<file path="src/rtl/dmem_responder.sv">
// dmem_responder: data-memory port responder for the pipeline memory stage.
// Word-addressed flop RAM (combinational read, synchronous write), sticky
// fault tracking for misaligned or unmapped writes, and an optional 16-byte
// memory-mapped I/O page enabled by defining DMEM_MMIO_EN.
//
// MMIO page (word offsets from MMIO_BASE), only with DMEM_MMIO_EN:
//   0x0 CYCLE      | free-running cycle counter, read-only
//   0x4 CONSOLE    | write sets console_data and pulses console_valid
//   0x8 FAULT      | reads {31'b0, fault}; any legal write clears fault
//   0xC FAULT_ADDR | reads fault_addr, read-only
//
// DEPTH must be a power of two (>= 4) and AW must equal log2(DEPTH).

module dmem_responder #(
  parameter int          DEPTH     = 64,
  parameter int          AW        = 6,
  parameter logic [31:0] MMIO_BASE = 32'hFFFF_0000
) (
  input  logic        clk,
  input  logic        reset,
  input  logic        MemWriteM,
  input  logic [31:0] ALUOutM,
  input  logic [31:0] WriteDataM,
  output logic [31:0] DmmRD,
  output logic        console_valid,
  output logic [31:0] console_data,
  output logic        fault,
  output logic [31:0] fault_addr
);

  localparam logic [31:0] RamBytes = 32'(DEPTH * 4);

  localparam logic [1:0] RegCycle     = 2'd0;
  localparam logic [1:0] RegConsole   = 2'd1;
  localparam logic [1:0] RegFault     = 2'd2;
  localparam logic [1:0] RegFaultAddr = 2'd3;

  logic [31:0] mem [DEPTH];

  logic          ramHit;
  logic          mmioHit;
  logic          isAligned;
  logic          writeOk;
  logic          writeBad;
  logic          faultClear;
  logic [AW-1:0] wordIdx;
  logic [1:0]    regSel;

  assign ramHit    = (ALUOutM < RamBytes);
  assign isAligned = (ALUOutM[1:0] == 2'b00);
  assign wordIdx   = ALUOutM[AW+1:2];
  assign regSel    = ALUOutM[3:2];

`ifdef DMEM_MMIO_EN
  logic [31:0] cycleCnt;
  logic        consoleWr;

  assign mmioHit    = (ALUOutM[31:4] == MMIO_BASE[31:4]);
  assign consoleWr  = writeOk && mmioHit && (regSel == RegConsole);
  assign faultClear = writeOk && mmioHit && (regSel == RegFault);

  // Free-running cycle counter; wraps naturally at 32 bits.
  always_ff @(posedge clk) begin
    if (reset) cycleCnt <= '0;
    else       cycleCnt <= cycleCnt + 32'd1;
  end

  // Console register and its one-cycle valid pulse following each write.
  always_ff @(posedge clk) begin
    if (reset) begin
      console_valid <= 1'b0;
      console_data  <= '0;
    end else begin
      console_valid <= consoleWr;
      if (consoleWr) console_data <= WriteDataM;
    end
  end
`else
  assign mmioHit       = 1'b0;
  assign faultClear    = 1'b0;
  assign console_valid = 1'b0;
  assign console_data  = '0;
`endif

  // A write is legal only when word-aligned and landing in a mapped region.
  assign writeOk  = MemWriteM && isAligned && (ramHit || mmioHit);
  assign writeBad = MemWriteM && !(isAligned && (ramHit || mmioHit));

  // Combinational read path; the pipeline samples it at the same edge.
  always_comb begin
    DmmRD = '0;
    if (ramHit) begin
      DmmRD = mem[wordIdx];
    end else if (mmioHit) begin
`ifdef DMEM_MMIO_EN
      case (regSel)
        RegCycle:     DmmRD = cycleCnt;
        RegConsole:   DmmRD = console_data;
        RegFault:     DmmRD = {31'b0, fault};
        RegFaultAddr: DmmRD = fault_addr;
        default:      DmmRD = '0;
      endcase
`endif
    end
  end

  // RAM write port; reset clears every word and beats a concurrent write.
  always_ff @(posedge clk) begin
    if (reset) begin
      for (int i = 0; i < DEPTH; i++) mem[i] <= '0;
    end else if (writeOk && ramHit) begin
      mem[wordIdx] <= WriteDataM;
    end
  end

  // Sticky fault; a new fault takes priority over a clear in the same cycle.
  always_ff @(posedge clk) begin
    if (reset) begin
      fault      <= 1'b0;
      fault_addr <= '0;
    end else if (writeBad) begin
      fault      <= 1'b1;
      fault_addr <= ALUOutM;
    end else if (faultClear) begin
      fault      <= 1'b0;
    end
  end

endmodule
</file>
<file path="config.mk">
export PLATFORM = sky130hd
export DESIGN_NAME = dmem_responder
export DESIGN_NICKNAME = d
export VERILOG_FILES = /design/src/rtl/dmem_responder.sv
export SDC_FILE = /design/constraint.sdc
export NUM_CORES = 2
export LEC_CHECK = 0
export ABC_AREA = 1
export BUFFER_PORTS_ARGS = -buffer_cell sky130_fd_sc_hd__buf_2
export CELL_PAD_IN_SITES_DETAIL_PLACEMENT = 0
export CELL_PAD_IN_SITES_GLOBAL_PLACEMENT = 1
export CORE_MARGIN = 10
export CORE_UTILIZATION = 35
export CTS_BUF_LIST = sky130_fd_sc_hd__clkbuf_16
export CTS_CLUSTER_SIZE = 20
export DETAILED_ROUTE_END_ITERATION = 12
export GPL_TIMING_DRIVEN = 0
export PLACE_DENSITY = 0.62
export SLEW_MARGIN = 40
export SYNTH_ARGS = -nofsm -noshare
export SYNTH_HDL_FRONTEND = slang
export SYNTH_SLANG_ARGS = --single-unit
</file>
<file path="constraint.sdc">
create_clock -name clk -period 3.8 [get_ports clk]
set_clock_uncertainty 0.05 [all_clocks]
set_input_delay 0.19 -clock clk [delete_from_list [all_inputs] [get_ports clk]]
set_output_delay 0.19 -clock clk [all_outputs]
set_load 0.01 [all_outputs]
</file>
Word level (Yosys, flattened, before mapping). Memory sizes are Yosys's and may differ from the RTL's. Index checks and enable logic that the tools add are counted. W data, S select, Z words.

Register bits after elaboration: 33. Bits in writable memories: 2048. Input port bits: 67. Output and inout bits: 98. Word-level logic and storage cells: 21. Memories kept: 1.

$lt $le $gt $ge: 1. Mux-type cells: 9. Reduce and logical (&&, ||, !) cells: 8.

Memory list: mem (words 64, width 32, rd ports 1, clocked after memory_dff 0, write ports 64, RTL line 38) `logic [31:0] mem [DEPTH];`.

Operator list (count): $mux W32 (2); $lt A32 B9 Y1 const B (1); $reduce_or A32 Y1 (1); $mux W1 (6); $mux W6 (1); $logic_and A1 B1 Y1 (5); $logic_not A2 Y1 (1); $logic_not A1 Y1 (1).

Logic depth before layout (Yosys ltp).
Word-level depth: 9. Depth in mapped cells: 14.

Worst setup path after synthesis. Ideal clock, no wire load.

Path kind: input to register. Start point: input port ALUOutM[22]. End point: memory mem[25][0] (enable). Library setup time: 389 ps. Arrival time: 2228 ps. Data required time: 3361 ps. Setup slack: 1133 ps. Stages: 10. Cell sequence: nor2_1 nand3_1 nor2_1 nand3_2 nor2_2 nand2_2 nor2_4 nand2_1 buf_2 nand2_1.

RTL lines: start: declaration (RTL line 22) `input logic [31:0] ALUOutM,`; end: declaration (RTL line 38).

Final worst setup path.
Start point: input port ALUOutM[2]. End point: output port DmmRD[5].

Longest elaborated chain between the ends: 2. Elaborated cells between the ends (all ways): 3. Classes of those cells: 1 x order compare; 1 x mux; 1 x memory.

Ends and longest elaborated chain: $lt A32 B9 Y1 / $mem_v2 Z64 W32 (equally long branches); $mux W32 (*) (RTL line 92) `if (ramHit) begin`; end: declaration (RTL line 24) `output logic [31:0] DmmRD,`.

Mark *: on every way between the ends. The rest lies on a longest branch, timed or not.

==> impl_metrics.tcl <==
set metrics [dict create \
    status "finished, violations left" \
    worst_slew_pin_slew_ns 0.961 \
    drt_iter0_markers 10900 \
    setup_violations 21 \
    fillers 27400 \
    hold_class "input port to flip-flop" \
    ys_seq_elements 2081 \
    async_flop_share_pct 0 \
    place_area_um2 103000 \
    dr.pass1.iters 8 \
    drc 0 \
    grt_setup_unrepaired "false" \
    synth_edf_count 2048 \
    required_ns 3.56 \
    htree_levels 4 \
    grt_pass1_vias 72900 \
    synth_most_common_cell "nand2_1" \
    cp-end-kind "primary output" \
    drv_cap 0 \
    critPathKind "input port to primary output" \
    max_slew_margin_pct 35.9 \
    finalCritPeriodShare_pct 104 \
    pwr_density_cell_nw_per_um2 490 \
    synthMuxAreaShare_pct 0 \
    via_count 78900 \
    yosys.area.top_type_share_pct 64.0 \
    io_buffers 131 \
    ys_seq_area_share_pct 64.7 \
    stdcell_area_um2 112000 \
    place.gp.congestion 1.01 \
    ir_drop_mv 0.390 \
    finalCriticalPeriod_ns 3.94 \
    grt_max_degree 33 \
    hold_viol 0 \
    cts.sinks 2081 \
    synth_top_family_by_area "simple AND/OR/NAND/NOR gates" \
    grt-ovfl-total 0 \
    rows 192 \
    ios 165 \
    drv_slew 0 \
    yosys.area_share.adder_pct 0 \
    yosys_most_used_dff "edfxtp_1" \
    crit_arrival_ns 3.70 \
    dieArea_um2 296000 \
    synth-xor-area-share_pct 0 \
    routed_wl_um 446000 \
    nNetsFinal 11200 \
    syn_avg_cell_area_um2 9.04 \
    start_kind "input port" \
    track_usage_pct 29.1 \
    maxClockFrequency_mhz 254 \
    cts_tree "yes" \
    yosysUniqueCellTypes 24 \
    cts_root_buffer "clkbuf_16" \
    fin_tns_setup_ns -1.29 \
    syn-cell-area_um2 96100 \
    post_drt_wl_per_cell_um 29.7 \
    clock_latency_ns 0.91 \
    setup_ws_ns -0.144 \
    critPathMaxFanout 11 \
    postRouteAntennaNets 0 \
    syn_to_final_growth_pct 16.9 \
    via_per_inst 5.27 \
    synth_compound_area_share_pct 1.10 \
    initial_core_util_pct 35.2 \
    drive_gt1_share_pct 10.4 \
    p_leak_nw 47.9 \
    die_y_um 544 \
    dp_hpwl_um 325000 \
    clk_path_buf_depth 4 \
    yosys.area_share.simple_pct 27.1 \
    dieWidth_um 544 \
    yosysWarnings 0 \
    grt_pass1_wl_um 597000 \
    yosysTopAreaCell "edfxtp_1" \
    core_um2 273000 \
    violations "negative setup slack" \
    synth_common_cells "nand2_1, nor2_1, edfxtp_1, inv_1, nand3_1" \
    synth_cells 10600 \
    clkTransAtPathRegs_ns 0.06 \
    numCtsBuffers 238 \
    synth.area.top_cells "edfxtp_1, nand2_1, nor2_1, inv_1, nand3_1" \
    antenna_found_initial 52 \
]
==> routing by layer <==
| metal | part of all wire, % | track usage [%] | wire, um |
|---|---|---|---|
| met4 | 6.8 | 16.0 | 30100 |
| met5 | 0.020 | 0 | 90 |
| met2 | 43 | 43.8 | 192000 |
| met3 | 10 | 6.47 | 44800 |
| met1 | 40 | 38.9 | 179000 |
==> where the power goes <==
part	leakage, nW	internal, mW	switching, mW
logic	24.3	1.13	4.25
registers	19.7	26.3	0.327
clock network	3.88	13.1	9.96
total	47.9	40.5	14.5
==> layout by cell type, fill, tap and decap left out, drive strengths merged, types with 21 or more instances in the layout <==
master	synthesis	routed
a21oi	64	64
buf	310	507
edfxtp	2048	2048
nand3	586	586
nand2	3402	3402
nor2	2503	2503
conb	1	33
clkinv	1	96
inv	899	954
dlygate4sd3	0	85
o21ai	145	145
clkbuf	503	736
bufinv	0	26
dfxtp	33	33
nand4	125	125
diode	0	21
==> metrics by stage <==
step | worst slack [ns] | instances | total power, mW | util [%] | hold slack, ns
finish | -0.144 | 15000 | 55.1 | 41.1 | 0.0452
global route | 0.00512 | 15000 | 56.3 | 41.1 | 0.0547
CTS | 0.00216 | 15000 | 55.0 | 41.0 | 0.000661
detailed placement | -1.16 | 14400 | 32.2 | 37.8 | 0.357
global placement | -2.50 | 14400 | 32.0 | 37.1 | 0.352
floorplan | 1.13 | 10700 | 29.4 | - | 0.212
==> cells by family after synthesis <==
family / after synthesis
AND/OR/NAND/NOR: 6630
flip-flops: 2081
buffers and inverters: 1713
AO/OA/AOI/OAI: 210
other: 1
==> what timing repair did <==
| action | in CTS | in global routing |
|---|---|---|
| setup buffers | 0 | 4 |
| hold buffers | 85 | 0 |
| hold endpoints to repair | 154 | 0 |
| pin swaps | 0 | 2 |
| resized for setup | 155 | 32 |
| endpoints found under the setup margin | 311 | 240 |
==> worst max-delay path: stages <==
cell and delay, ns:
buf_2 0.15, inv_2 0.29, clkbuf_4 0.46, buf_4 0.43
buf_2 0.34, nand2_1 0.08, nand3_1 0.09, nand4_1 0.14
a21oi_1 0.47, nand3_1 0.42, nor2_1 0.36, buf_2 0.20
==> flip-flops by register name, summed over array words and instances, names as in the netlist <==
name	cells
mem	2048
fault	1
fault_addr	32
==> path summary, 6_finish.rpt <==
| path | endpoint | slack (ns) | depth (start not counted) | start |
|---|---|---|---|---|
| worst min register to register | fault_addr[29] | 0.43 | 2 | fault_addr[29] |
| worst max-delay path | DmmRD[5] | -0.14 | 12 | ALUOutM[2] |
| worst max register to register | fault_addr[1] | 2.56 | 3 | fault_addr[1] |
| worst min-delay path | fault_addr[10] | 0.05 | 6 | MemWriteM |
==> final cells by class <==
type                            instances  area [um^2]  share of cell area, %
Buffer                                812         3810                   3.40
Multi-Input combinational cell       6873        28100                   25.0
Timing Repair Buffer                  276         2740                   2.44
Sequential cell                      2081        62200                   55.3
Antenna cell                           21         52.6                 0.0468
Clock inverter                        189         1570                   1.40
Tap cell                             3589         4490                   4.00
Inverter                              900         3410                   3.04
Clock buffer                          240         6010                   5.35
Power figures use the tool's default switching activity.
